**src/rtl/ws2812_rx.sv**
```systemverilog
// WS2812 serial receiver: decodes the single-wire LED stream into 24-bit words.
// Define WS2812_RX_FORWARD_EN to forward words beyond NUM_LEDS on ws_dout.
`timescale 1ns/1ps
module ws2812_rx #(
  parameter int NUM_LEDS     = 16,
  parameter int HIGH_THRESH  = 6,
  parameter int MIN_HIGH     = 2,
  parameter int MAX_HIGH     = 12,
  parameter int LATCH_CYCLES = 600
) (
  input  logic                        hwclk,
  input  logic                        reset_n,
  input  logic                        ws_din,
  output logic [23:0]                 rgb_data,
  output logic                        rgb_valid,
  output logic [$clog2(NUM_LEDS)-1:0] led_index,
  output logic                        frame_done,
  output logic                        bit_err,
  output logic                        ws_dout
);

  localparam int CW = $clog2(LATCH_CYCLES + 1);
  localparam int IW = $clog2(NUM_LEDS);
`ifdef WS2812_RX_FORWARD_EN
  localparam int WW = $clog2(NUM_LEDS + 1);
`else
  localparam int WW = IW;
`endif

  localparam logic [CW-1:0] C_ONE  = CW'(1);
  localparam logic [CW-1:0] C_LAST = CW'(LATCH_CYCLES - 1);
  localparam logic [CW-1:0] C_MIN  = CW'(MIN_HIGH);
  localparam logic [CW-1:0] C_MAX  = CW'(MAX_HIGH);
  localparam logic [CW-1:0] C_THR  = CW'(HIGH_THRESH);
  localparam logic [WW-1:0] W_LAST = WW'(NUM_LEDS - 1);
  localparam logic [WW-1:0] W_ONE  = WW'(1);

  typedef enum logic [1:0] {
    S_WAIT,
    S_IDLE,
    S_HIGH,
    S_LOW
  } state_t;

  state_t          r_state;
  logic            r_s1;
  logic            r_s2;
  logic [CW-1:0]   r_cnt;
  logic [4:0]      r_bcnt;
  logic [22:0]     r_shift;
  logic [WW-1:0]   r_wcnt;
  logic [23:0]     r_data;
  logic [IW-1:0]   r_idx;
  logic            r_valid;
  logic            r_fdone;
  logic            r_err;
`ifdef WS2812_RX_FORWARD_EN
  logic            r_fwd;
  logic            r_dout;
`endif

  logic            w_din;
  logic            w_bit;
  logic [23:0]     w_word;
  logic            w_own;

  assign w_din  = r_s2;
  assign w_bit  = (r_cnt >= C_THR);
  assign w_word = {r_shift, w_bit};
`ifdef WS2812_RX_FORWARD_EN
  assign w_own  = (r_wcnt != WW'(NUM_LEDS));
`else
  assign w_own  = 1'b1;
`endif

  always_ff @(posedge hwclk or negedge reset_n) begin
    if (!reset_n) begin
      r_state <= S_WAIT;
      r_s1    <= 1'b0;
      r_s2    <= 1'b0;
      r_cnt   <= '0;
      r_bcnt  <= '0;
      r_shift <= '0;
      r_wcnt  <= '0;
      r_data  <= '0;
      r_idx   <= '0;
      r_valid <= 1'b0;
      r_fdone <= 1'b0;
      r_err   <= 1'b0;
`ifdef WS2812_RX_FORWARD_EN
      r_fwd   <= 1'b0;
      r_dout  <= 1'b0;
`endif
    end else begin
      r_s1    <= ws_din;
      r_s2    <= r_s1;
      r_valid <= 1'b0;
      r_fdone <= 1'b0;
      r_err   <= 1'b0;
`ifdef WS2812_RX_FORWARD_EN
      // Same 2-cycle latency as the synchronised input
      r_dout  <= r_fwd & r_s1;
`endif
      unique case (r_state)
        S_WAIT: begin
          if (w_din) begin
            r_cnt <= '0;
          end else if (r_cnt == C_LAST) begin
            // A full latch gap here also starts a fresh frame
            r_state <= S_IDLE;
            r_cnt   <= '0;
            r_wcnt  <= '0;
`ifdef WS2812_RX_FORWARD_EN
            r_fwd   <= 1'b0;
`endif
          end else begin
            r_cnt <= r_cnt + C_ONE;
          end
        end
        S_IDLE: begin
          if (w_din) begin
            r_state <= S_HIGH;
            r_cnt   <= C_ONE;
          end
        end
        S_HIGH: begin
          if (w_din) begin
            if (r_cnt >= C_MAX) begin
              r_err   <= 1'b1;
              r_bcnt  <= '0;
              r_cnt   <= '0;
              r_state <= S_WAIT;
            end else begin
              r_cnt <= r_cnt + C_ONE;
            end
          end else if (r_cnt < C_MIN) begin
            r_err   <= 1'b1;
            r_bcnt  <= '0;
            r_cnt   <= '0;
            r_state <= S_IDLE;
          end else begin
            r_shift <= w_word[22:0];
            r_cnt   <= C_ONE;
            r_state <= S_LOW;
            if (r_bcnt == 5'd23) begin
              r_bcnt <= '0;
              if (w_own) begin
                r_data  <= w_word;
                r_idx   <= r_wcnt[IW-1:0];
                r_valid <= 1'b1;
`ifdef WS2812_RX_FORWARD_EN
                r_wcnt  <= r_wcnt + W_ONE;
                if (r_wcnt == W_LAST) r_fwd <= 1'b1;
`else
                r_wcnt  <= (r_wcnt == W_LAST) ? '0 : r_wcnt + W_ONE;
`endif
              end
            end else begin
              r_bcnt <= r_bcnt + 5'd1;
            end
          end
        end
        S_LOW: begin
          if (w_din) begin
            r_state <= S_HIGH;
            r_cnt   <= C_ONE;
          end else if (r_cnt == C_LAST) begin
            r_fdone <= 1'b1;
            r_err   <= (r_bcnt != 5'd0);
            r_bcnt  <= '0;
            r_wcnt  <= '0;
            r_cnt   <= '0;
            r_state <= S_IDLE;
`ifdef WS2812_RX_FORWARD_EN
            r_fwd   <= 1'b0;
`endif
          end else begin
            r_cnt <= r_cnt + C_ONE;
          end
        end
        default: r_state <= S_WAIT;
      endcase
    end
  end

  assign rgb_data   = r_data;
  assign rgb_valid  = r_valid;
  assign led_index  = r_idx;
  assign frame_done = r_fdone;
  assign bit_err    = r_err;
`ifdef WS2812_RX_FORWARD_EN
  assign ws_dout    = r_dout;
`else
  assign ws_dout    = 1'b0;
`endif

endmodule

```
**config.mk**
```make
export PLATFORM = sky130hd
export DESIGN_NAME = ws2812_rx
export DESIGN_NICKNAME = d
export VERILOG_FILES = /design/src/rtl/ws2812_rx.sv
export SDC_FILE = /design/constraint.sdc
export NUM_CORES = 1
export LEC_CHECK = 0
export ABC_AREA = 1
export BUFFER_PORTS_ARGS = -buffer_cell sky130_fd_sc_hd__buf_2
export CORE_MARGIN = 4
export CORE_UTILIZATION = 59
export CTS_CLUSTER_SIZE = 14
export DETAILED_ROUTE_END_ITERATION = 12
export HOLD_SLACK_MARGIN = 0.12
export PLACE_DENSITY_LB_ADDON = 0.3
export SYNTH_ARGS = -nofsm -noshare
export SYNTH_HDL_FRONTEND = slang
export SYNTH_SLANG_ARGS = --single-unit
```
**constraint.sdc**
```tcl
create_clock -name hwclk -period 2.1 [get_ports hwclk]
set_clock_uncertainty 0.1 [all_clocks]
set_input_delay 0.42 -clock hwclk [delete_from_list [all_inputs] [get_ports hwclk]]
set_output_delay 0.42 -clock hwclk [all_outputs]
set_load 0.02 [all_outputs]
```
## Word level (Yosys, flattened, before mapping)

Index checks and enable logic that the tools add are counted.
Widths: inputs -> output; s select.

- Add/subtract/negate cells: 3
- Magnitude comparators: 3
- Equal/unequal tests: 16
- Multiplexer cells: 43
- Bitwise operators: 2
- Reductions and logical operators: 10

Operators with widths:

| cell | number |
|---|---|
| $mux 10 | 6 |
| $pmux 10 s4 | 1 |
| $mux 5 | 6 |
| $mux 4 | 6 |
| $ne 2x2->1 const B | 8 |
| $mux 2 | 7 |
| $mux 1 | 13 |
| $add 10x1->10 const B | 1 |
| $eq 10x10->1 const B | 1 |
| $ge 10x3->1 const B | 1 |
| $ge 10x4->1 const B | 1 |
| $lt 10x2->1 const B | 1 |
| $pmux 5 s2 | 1 |
| $pmux 2 s4 | 1 |
| $pmux 4 s2 | 1 |
| $reduce_and 4->1 | 2 |
| $reduce_and 3->1 | 2 |
| $reduce_and 6->1 | 1 |
| $add 5x1->5 const B | 1 |
| $eq 5x5->1 const B | 1 |
| $reduce_bool 5->1 | 1 |
| $add 4x1->4 const B | 1 |
| $eq 2x2->1 const B | 2 |
| $eq 4x4->1 const B | 1 |
| other kinds (8) | 10 |

- Register bits after elaboration: 77
- Input bits: 3
- Output and inout port bits: 32
- Word-level logic and storage cells: 89

## Logic depth before layout (Yosys ltp)

Gate-level depths: netlist of the first run.

- Depth after elaboration: 6
- Mapped depth: 11
- Mapped depth without buffers: 11

## Worst setup path before layout of the first run

Ideal clock, no wire load.

- Path type: reg-to-reg
- From: register r_state[0]
- To: register r_idx[2], in the netlist led_index[2]
- Setup time: 118 ps
- Data arrival time: 1473 ps
- Required time: 1882 ps
- Slack: 409 ps
- Cell stages (with the launch flop): 11
- Buffers on the path: 1
- Period minus slack after synthesis: 1691 ps
- Cell sequence: dfrtp_1 > inv_1 > ha_1 > inv_1 > nor2_2 > nand2_4 > nor2_8 > inv_8 > buf_8 > nand2_1 > o21ai_2

- Cells in the longest elaborated chain, start to end: 2

Ends and longest elaborated chain:

| element | line | source |
|---|---|---|
| start, declared | 45 | `state_t r_state;` |
| start signal, assigned | 78 | `r_state <= S_WAIT;` |
| start signal, assigned | 110 | `r_state <= S_IDLE;` |
| start signal, assigned | 122 | `r_state <= S_HIGH;` |
| $eq 2x2->1 | 104 | `unique case (r_state)` |
| $reduce_and 4->1 (no source line) | - |  |
| end signal, assigned | 149 | `r_idx <= r_wcnt[IW-1:0];` |
| end, declared | 53 | `logic [IW-1:0] r_idx;` |

No other way between the ends.
A chain may end at the register's enable or synchronous reset.

## Worst setup path after layout of the first run

- From: register r_state[0]
- To: register r_data[6], in the netlist rgb_data[6]

- Cells in the longest elaborated chain, start to end: 2

Ends and longest elaborated chain:

| element | line | source |
|---|---|---|
| $eq 2x2->1 | 104 |  |
| $reduce_and 4->1 (no source line) | - |  |
| end signal, assigned | 148 | `r_data <= w_word;` |
| end, declared | 52 | `logic [23:0] r_data;` |

No other way between the ends.

==> results of run 1 <==
-- through the flow --
step | hold slack, ns | power, mW | cells | instance area [um2] | worst slack, ns
after floorplan | 0.0244 | 2.43 | 409 | 3730 | 0.409
after global placement | 0.233 | 2.62 | 511 | 3910 | 0.227
after detailed placement | 0.242 | 2.64 | 511 | 3910 | 0.144
after CTS | 0.258 | 3.74 | 529 | 4120 | 0.137
after global routing | 0.281 | 4.00 | 530 | 4140 | 0.0458
final | 0.254 | 3.74 | 530 | 4140 | 0.190
-- state kept, by name (all words and copies together) (netlist names) --
register	cells
r_bcnt	5
frame_done	1
r_s1	1
r_cnt	10
r_shift	23
r_wcnt	4
bit_err	1
rgb_data	24
r_s2	1
led_index	4
rgb_valid	1
r_state	2
-- area by class of cell --
class / count / area, um2 / area share
Sequential cell: 77 / 1930 / 0.466
Multi-Input combinational cell: 263 / 1470 / 0.355
Inverter: 59 / 229 / 0.0554
Timing Repair Buffer: 40 / 225 / 0.0545
Clock buffer: 11 / 131 / 0.0318
Tap cell: 75 / 93.8 / 0.0227
Clock inverter: 5 / 61.3 / 0.0148
-- final timing paths --
| path | startpoint | to | cells after the start |
|---|---|---|---|
| max | r_state[0] | rgb_data[6] | 9 |
| min | r_s1 | r_s2 | 0 |
| max reg2reg | r_state[0] | rgb_data[6] | 9 |
| min reg2reg | r_s1 | r_s2 | 0 |
| max in group asynchronous | reset_n | r_state[0] | 3 |
| min in group asynchronous | reset_n | r_shift[8] | 2 |
-- worst max-delay path, stage by stage, from the launching register on --
cell and delay (ns):
dfrtp_1 0.41, inv_1 0.13, ha_2 0.25, inv_1 0.09, nor2_4 0.15, nand2_4 0.14
nor2_8 0.17, inv_8 0.14, nand2_1 0.12, o21ai_2 0.06
-- power groups by stage --
stage                     clock (mW)  sequential, mW  combinational (mW)
after floorplan                    0            1.70               0.725
after global placement             0            1.71               0.905
after detailed placement           0            1.72               0.922
after CTS                       1.11            1.69               0.939
after global routing            1.19            1.71                1.11
final                           1.09            1.69               0.958
-- per-layer routing --
| layer | vias up | part of all wire | GRT usage | wire length (um) |
|---|---|---|---|---|
| met5 | - | 0 | 0 | 0 |
| met4 | 0 | 0.015 | 0.0781 | 103 |
| met3 | 11 | 0.050 | 0.0530 | 340 |
| met2 | 65 | 0.47 | 0.307 | 3210 |
| met1 | 1287 | 0.46 | 0.262 | 3120 |
| li1 | 1377 | - | - | - |
-- repair_timing --
item	CTS	global route
gates resized for setup	0	2
endpoints found under the hold margin	29	0
setup endpoints to repair	0	28
hold buffers	2	0
-- synthesized netlist by cell type (5+ instances only) --
cell | number | area share
o21ai_0 | 32 | 0.043
inv_1 | 51 | 0.051
inv_2 | 7 | 0.0071
nand2_2 | 12 | 0.020
dfrtp_1 | 77 | 0.52
ha_1 | 10 | 0.034
nor2_1 | 22 | 0.022
o21ai_2 | 24 | 0.056
nand2_1 | 101 | 0.10
buf_6 | 6 | 0.018
nor2_2 | 5 | 0.0084
nand3_1 | 15 | 0.020
a21oi_1 | 7 | 0.0094
-- cell families (layout without fill, tap and decap cells) --
kind of cell / count (synthesis) / after routing / synth area share
compound gates: 75 / 75 / 0.132
xor+xnor: 2 / 2 / 0.00470
fa+ha+maj: 10 / 10 / 0.0336
buf+inv: 70 / 115 / 0.0927
flops: 77 / 77 / 0.517
other cells: 1 / 1 / 0.00101
simple gates: 174 / 175 / 0.219
==> impl_results.md, run 1 <==
* Row cnt at 28
* Wire per inst at 12.8 um
* Setup-failing EPs final at 0
* Worst path required time at 2.24 ns
* Final WL at 6.77 mm
* IO Pins at 35
* Synth Instances at 409
* Flop pwr share at 0.452
* Ant. Diodes at 0
* Tcrit/Tclk final at 0.910
* Leakage at 2.14 nW
* Int Power at 2.47 mW
* Total track usage at 0.197
* Fill count at 483
* NumNets Final at 463
* Area Growth Syn to Fin at 11.0%
* Power per Cell Area at 904 nW/um2
* Setup_tns at 0 ns
* CP Launch Type: flip-flop
* Post-CTS Setup Repair Bufs at 0
* Core Box Area at 6030 um2
* Most frequent cells in the layout: 101 x nand2_1, 77 x dfrtp_1, 51 x inv_1, 32 x o21ai_0, 32 x buf_2
* Max Fclk at 0.524 GHz
* Initial antenna violation count at 0
* Max Transition Viols Final at 0
* R2r setup slk at 0.19 ns
* Skew-Pair Late Insertion Delay at 0.35 ns
* Total die area at 7650 um2
* Post-Syn Nets at 422
* Comb pwr share at 0.256
* Top_reg_cell synth: dfrtp_1
* DIE HEIGHT at 87.5 um
* Port Buf Inserts at 33
* Status: completed
* CP Max Fanout at 52
* FF+latch count, synth at 77
* Avg Vias per Cell at 5.17
* Hpwl dp at 4.79 mm
* Worst Hold Class: reg2reg
* Post-DRT Antenna Nets at 0
* Peak supply drop at 690 uV
* Distinct cells, synth at 37
* Post-synthesis async set-or-reset flop share at 1.00
* Finished Core Util at 0.686
* Register area share after synthesis at 0.517
* CTS Buf Count at 9
* CTS tree: yes
* Fraction of layout cells with a size suffix above 1 at 0.253
* Routability-driven placement congestion ratio at 0.921
* Grt ovf at 0
* CTS H-tree lvls at 3
* Mapped cell area at 3730 um2
* Switch share at 0.341
* Number of global-route vias before repair at 2589
* Largest net degree at the start of global routing at 53
* NetSw at 1.27 mW
* Most common cell after layout, fill and taps aside: nand2_1
* Initial Utilization at 0.618
* Critical Path Sink Type: flip-flop
* DRT Pass-1 Iters at 4
* Die width at 87.5 um
* MaxCap Viol Count at 0
* Tmin final at 1.91 ns
* EDFF count, synth at 0
* First-pass GRT wire length at 11.7 mm
* Final hold vios at 0
* Final routed DRC violation total at 0
* Clock slew at reported path FFs at 0.08 ns
* Critical path class: reg2reg
* Routed via count at 2740
* YS warnings at 0
* Clk sink count at 77
* CTS Buffer Depth at 2
* Mean Syn Cell Area at 9.11 um2
* Initial DRC count at 145
* Root Driver: clkbuf_8
* Clock Power Share at 0.292
* Critical path arrival at 2.05 ns
* RSZ-0062 raised after global routing: false
No activity file was read; power rests on OpenSTA's default activity.
==> run 2, diff against run 1 <==
--- a/config.mk
+++ b/config.mk
@@ -7,8 +7,10 @@
 export LEC_CHECK = 0
 export ABC_AREA = 1
 export BUFFER_PORTS_ARGS = -buffer_cell sky130_fd_sc_hd__buf_2
+export CELL_PAD_IN_SITES_DETAIL_PLACEMENT = 1
+export CELL_PAD_IN_SITES_GLOBAL_PLACEMENT = 1
 export CORE_MARGIN = 4
-export CORE_UTILIZATION = 59
+export CORE_UTILIZATION = 45
 export CTS_CLUSTER_SIZE = 14
 export DETAILED_ROUTE_END_ITERATION = 12
 export HOLD_SLACK_MARGIN = 0.12
==> impl_results.md, run 2 (synthesis results as in run 1) <==
* Status: completed
* CP Max Fanout at 52 (unchanged)
* Routed via count at 2789 (+1.8%)
* First-pass GRT wire length at 14.5 mm (+24%)
* Reg area at 1930 um2 (unchanged)
* Post-cts resize count at 0 (unchanged)
* Post-DRT Antenna Nets at 0 (unchanged)
* Worst setup startpoint: r_state[0]
* CTS Buffer Depth at 2 (unchanged)
* Leakage at 2.17 nW (+1.3%)
* Initial antenna violation count at 0 (unchanged)
* Max Transition Viols Final at 0 (unchanged)
* Final worst setup slack at 0.151 ns (-0.0392 ns)
* Routability-driven placement congestion ratio at 0.851 (-7.5%)
* Hold EP: r_s2
* DRT Pass-1 Iters at 4 (unchanged)
* Max FFs per register at 24 (unchanged)
* DIE HEIGHT at 99.0 um (+13%)
* Hpwl dp at 5.65 mm (+18%)
* WHS at 0.256 ns (+0.00217 ns)
* R2r setup slk at 0.15 ns (-0.04 ns)
* NumNets Final at 462 (-0.22%)
* CTS tree: yes
* Reg2Reg Depth at 9 (unchanged)
* Tmin final at 1.95 ns (+0.0392 ns)
* Skew-Pair Late Insertion Delay at 0.35 ns (about the same)
* Worst path required time at 2.23 ns (about the same)
* Critical path arrival at 2.08 ns (+0.03 ns)
* Row cnt at 32 (+14%)
* Critical Path Sink Type: flip-flop
* Wire per inst at 14.6 um (+15%)
* Clock slew at reported path FFs at 0.09 ns (about the same)
* Port Buf Inserts at 33 (unchanged)
* Avg Vias per Cell at 5.02 (-3.0%)
* Fraction of layout cells with a size suffix above 1 at 0.253 (+0.000557)
* Fin area at 4220 um2 (+2.0%)
* Hold Startpoint: r_s1
* Total power at 4.07 mW (+8.8%)
* Post-CTS Setup Repair Bufs at 0 (unchanged)
* Most frequent cells in the layout: 101 x nand2_1, 77 x dfrtp_1, 51 x inv_1, 32 x o21ai_0, 32 x buf_2
* Worst Hold Class: reg2reg
* Power per Cell Area at 964 nW/um2 (+6.7%)
* RR Endpoint: rgb_data[22]
* Die width at 99.0 um (+13%)
* Initial Utilization at 0.472 (-0.146)
* Setup_tns at 0 ns (unchanged)
* Ant. Diodes at 0 (unchanged)
* Area of the multi-input gates at 1450 um2 (-0.94%)
* Tcrit/Tclk final at 0.928 (+0.0187)
* Final routed DRC violation total at 0 (unchanged)
* IO Pins at 35 (unchanged)
* Max Fclk at 0.513 GHz (-2.0%)
* Setup-failing EPs final at 0 (unchanged)
* Largest net degree at the start of global routing at 56 (+5.7%)
* Root Driver: clkbuf_8
* CP Launch Type: flip-flop
* FF-to-FF Start: r_state[0]
* Peak supply drop at 326 uV (-53%)
* Initial DRC count at 89 (-39%)
* MaxCap Viol Count at 0 (unchanged)
* Core Box Area at 7890 um2 (+31%)
* Hold-critical path depth at 0 (unchanged)
* Fill count at 947 (+96%)
* CTS Buf Count at 9 (unchanged)
* Final WL at 8.14 mm (+20%)
* Place WS at 0.178 ns (+0.0342 ns)
* Area Growth Syn to Fin at 13.2%
* Clk sink count at 77 (unchanged)
* Critical path class: reg2reg
* Number of global-route vias before repair at 2968 (+15%)
* Total die area at 9800 um2 (+28%)
* Grt ovf at 0 (unchanged)
* RSZ-0062 raised after global routing: false
* Final hold vios at 0 (unchanged)
* CTS H-tree lvls at 3 (unchanged)
* Most common cell after layout, fill and taps aside: nand2_1
* Placed cell area at 3960 um2 (+1.2%)
* Total track usage at 0.182 (-0.0146)
[run 2: cell count changes in the layout (fill, tap and decap cells not counted), sizes merged]
cell | previous run | this run
clkinv | 4 | 1
bufinv | 1 | 3
clkbuf | 11 | 9
inv | 59 | 61
clkinvlp | 0 | 1
nand2 | 115 | 114
[run 2: cell type report]
type / count / share of cell area
Sequential cell: 77 / 0.457
Timing Repair Buffer: 40 / 0.0563
Inverter: 59 / 0.0543
Clock inverter: 7 / 0.0285
Multi-Input combinational cell: 262 / 0.345
Tap cell: 102 / 0.0302
Clock buffer: 9 / 0.0294
[run 2: how the worst max path moves through the flow]
| stage | to | slack (ns) | cells after the start |
|---|---|---|---|
| 2_1_floorplan | led_index[2] | 0.41 | 10 |
| 3_3_place_gp | r_cnt[3] | 0.30 | 8 |
| 3_5_place_dp | rgb_data[6] | 0.18 | 9 |
| 4_1_cts | rgb_data[22] | 0.15 | 9 |
| 5_1_grt | rgb_data[22] | 0.0006 | 9 |
| 6_report | rgb_data[22] | 0.15 | 9 |
[run 2: stage by stage]
step                cells  utilization
global route          556        0.535
CTS                   556        0.535
floorplan             409            -
detailed placement    538        0.501
global placement      538        0.501
finish                556        0.535
[run 2: routing by layer]
metal,up-vias,global-route usage,wire length [um]
met1,1368,0.242,3740
li1,1369,-,-
met3,12,0.0403,283
met2,40,0.300,4000
met4,0,0.0525,120
met5,-,0,0
[run 2: timing repair]
action,4_1_cts,5_1_grt
endpoints found under the setup margin,0,0
hold endpoints to repair,23,0
hold buffers,2,0
[run 2: power by group]
| group | switching (mW) | internal (mW) | leakage (nW) |
|---|---|---|---|
| registers | 0.104 | 1.59 | 1.06 |
| clock network | 0.590 | 0.796 | 0.120 |
| logic | 0.663 | 0.322 | 0.989 |
[run 2: critical path: stages (launching register included)]
cell	delay (ns)
dfrtp_1	0.43
inv_1	0.14
ha_1	0.27
inv_1	0.10
nor2_2	0.16
nand2_4	0.10
nor2_8	0.15
inv_8	0.14
nand2_1	0.14
o21ai_2	0.06
==> run 3, diff against run 2 <==
--- a/config.mk
+++ b/config.mk
@@ -9,7 +9,6 @@
 export BUFFER_PORTS_ARGS = -buffer_cell sky130_fd_sc_hd__buf_2
 export CELL_PAD_IN_SITES_DETAIL_PLACEMENT = 1
 export CELL_PAD_IN_SITES_GLOBAL_PLACEMENT = 1
-export CORE_MARGIN = 4
 export CORE_UTILIZATION = 45
 export CTS_CLUSTER_SIZE = 14
 export DETAILED_ROUTE_END_ITERATION = 12
==> impl_results.md, run 3 (synthesis results as in run 1) <==
* Status: completed
* Worst path cell trace: inv_1 > ha_2 > inv_1 > nor2_2 > nand2_4 > nor2_8 > inv_8 > nand2_1 > o21ai_2
* Tcrit/Tclk final at 0.896 (-0.0320)
* Final routed DRC violation total at 0 (unchanged)
* Routed via count at 2791 (+0.072%)
* Peak supply drop at 446 uV (+37%)
* Avg Vias per Cell at 5.01 (-0.11%)
* Critical path's slowest cell: dfrtp_1
* Place WS at 0.0764 ns (-0.102 ns)
* Number of global-route vias before repair at 2883 (-2.9%)
* Non-filler cells in the finished layout at 557 (+0.18%)
* Int Power at 2.49 mW (-8.4%)
* Max FFs per register at 24 (unchanged)
* Routability-driven placement congestion ratio at 0.868 (+1.9%)
* DIE HEIGHT at 93.0 um (-6.1%)
* FF-to-FF Start: r_state[0]
* Die width at 93.0 um (-6.1%)
* Total track usage at 0.206 (+0.0235)
* Finished Core Util at 0.534 (about the same)
* Critical Path Sink Type: flip-flop
* Initial Utilization at 0.475 (+0.00241)
* Fin area at 4190 um2 (-0.59%)
* Post-DRT Antenna Nets at 0 (unchanged)
* Most frequent CP cell: inv_1
* Total die area at 8650 um2 (-12%)
* Hpwl dp at 5.76 mm (+2.1%)
* Critical path class: reg2reg
* Row cnt at 32 (unchanged)
* Tmin final at 1.88 ns (-0.0673 ns)
* Initial DRC count at 66 (-26%)
* Worst setup path end: rgb_data[10]
* Area Growth Syn to Fin at 12.6%
* RSZ-0062 raised after global routing: false
* Clock slew at reported path FFs at 0.08 ns (about the same)
* Final WL at 7.97 mm (-2.1%)
* DRT Pass-1 Iters at 4 (unchanged)
* WHS at 0.254 ns (-0.00218 ns)
* Wire per inst at 14.3 um (-2.2%)
* Final hold vios at 0 (unchanged)
* NumNets Final at 463 (+0.22%)
* CP Max Fanout at 52 (unchanged)
* Critical path arrival at 2.01 ns (-0.07 ns)
* Final worst setup slack at 0.218 ns (+0.0673 ns)
* CTS H-tree lvls at 3 (unchanged)
* Worst Hold Class: reg2reg
* Fill count at 937 (-1.1%)
* Max Transition Viols Final at 0 (unchanged)
* Core Box Area at 7850 um2 (-0.51%)
* Initial antenna violation count at 0 (unchanged)
* CTS Buffer Depth at 2 (unchanged)
* Most common cell after layout, fill and taps aside: nand2_1
* Flop pwr share at 0.438 (+0.021)
* CTS Buf Count at 9 (unchanged)
* Worst path required time at 2.23 ns (about the same)
* Setup_tns at 0 ns (unchanged)
* Max Fclk at 0.531 GHz (+3.6%)
* First-pass GRT wire length at 13.8 mm (-4.8%)
* Reg2Reg Depth at 9 (unchanged)
* CTS tree: yes
* RR Endpoint: rgb_data[10]
* Port Buf Inserts at 33 (unchanged)
* NetSw at 1.39 mW (+2.3%)
* MaxCap Viol Count at 0 (unchanged)
* Setup-failing EPs final at 0 (unchanged)
* Comb pwr share at 0.259 (+0.017)
* Power per Cell Area at 924 nW/um2 (-4.2%)
* Skew-Pair Late Insertion Delay at 0.36 ns (about the same)
* Placed cells at 538 (unchanged)
* Root Driver: clkbuf_8
* Fraction of layout cells with a size suffix above 1 at 0.257 (+0.00384)
* IO Pins at 35 (unchanged)
* Hold Startpoint: r_s1
* Clock Power Share at 0.303 (-0.038)
* CP Launch Type: flip-flop
* Most frequent cells in the layout: 101 x nand2_1, 77 x dfrtp_1, 51 x inv_1, 32 x o21ai_0, 32 x buf_2
* Largest stage delay on the critical path at 0.42 ns (about the same)
* Largest net degree at the start of global routing at 73 (+30%)
* Ant. Diodes at 0 (unchanged)
* Worst setup startpoint: r_state[0]
* Clk sink count at 77 (unchanged)
* R2r setup slk at 0.22 ns (+0.07 ns)
* Total power at 3.87 mW (-4.8%)
* Placed cell area at 3960 um2 (unchanged)
* Grt ovf at 0 (unchanged)
* Switch share at 0.358 (+0.0250)
* Leakage at 2.15 nW (-1.0%)
==> run 3: layer usage <==
metal  global-route usage  share of wire  up-vias
met4               0.0769          0.020        0
met2                0.337           0.49       38
met3               0.0398          0.023       18
li1                     -              -     1373
met1                0.271           0.47     1362
met5                    0              0        -
==> run 3: worst max-delay path, delay by kind of cell (launching register included) <==
kind,cells,cell delay (ns)
AND/OR/NAND/NOR,4,0.52
flip-flops,1,0.42
buffers and inverters,3,0.37
adder cells (fa/ha/maj),1,0.25
AO/OA/AOI/OAI,1,0.06
==> run 3: timing repair <==
action,CTS,global route
setup buffers,0,1
gates resized for setup,0,2
endpoints found under the setup margin,0,32
hold buffers,2,0
endpoints found under the hold margin,78,0
==> run 3: power by group through the flow <==
stage / Combinational [mW] / Clock, mW / Sequential, mW
3_5_place_dp: 1.00 / 0 / 1.73
6_report: 1.00 / 1.17 / 1.70
3_3_place_gp: 0.946 / 0 / 1.72
5_1_grt: 1.14 / 1.25 / 1.71
2_1_floorplan: 0.725 / 0 / 1.70
4_1_cts: 1.01 / 1.20 / 1.70
==> run 3: worst min-delay path by stage <==
stage             endpoint  slack [ns]  depth (start not counted)
6_report              r_s2        0.25                          0
5_1_grt               r_s2        0.26                          0
4_1_cts               r_s2        0.26                          0
3_5_place_dp   rgb_data[8]        0.14                          1
3_3_place_gp   rgb_data[8]        0.13                          1
2_1_floorplan      bit_err        0.02                          0
==> run 3: cell type report <==
type / instances / area [um2] / area share
clock buffers: 9 / 124 / 0.0295
multi-input cells: 262 / 1460 / 0.347
well taps: 102 / 128 / 0.0304
clock inverters: 7 / 81.3 / 0.0194
inverters: 59 / 229 / 0.0546
flip-flops and latches: 77 / 1930 / 0.459
repair buffers: 41 / 249 / 0.0594
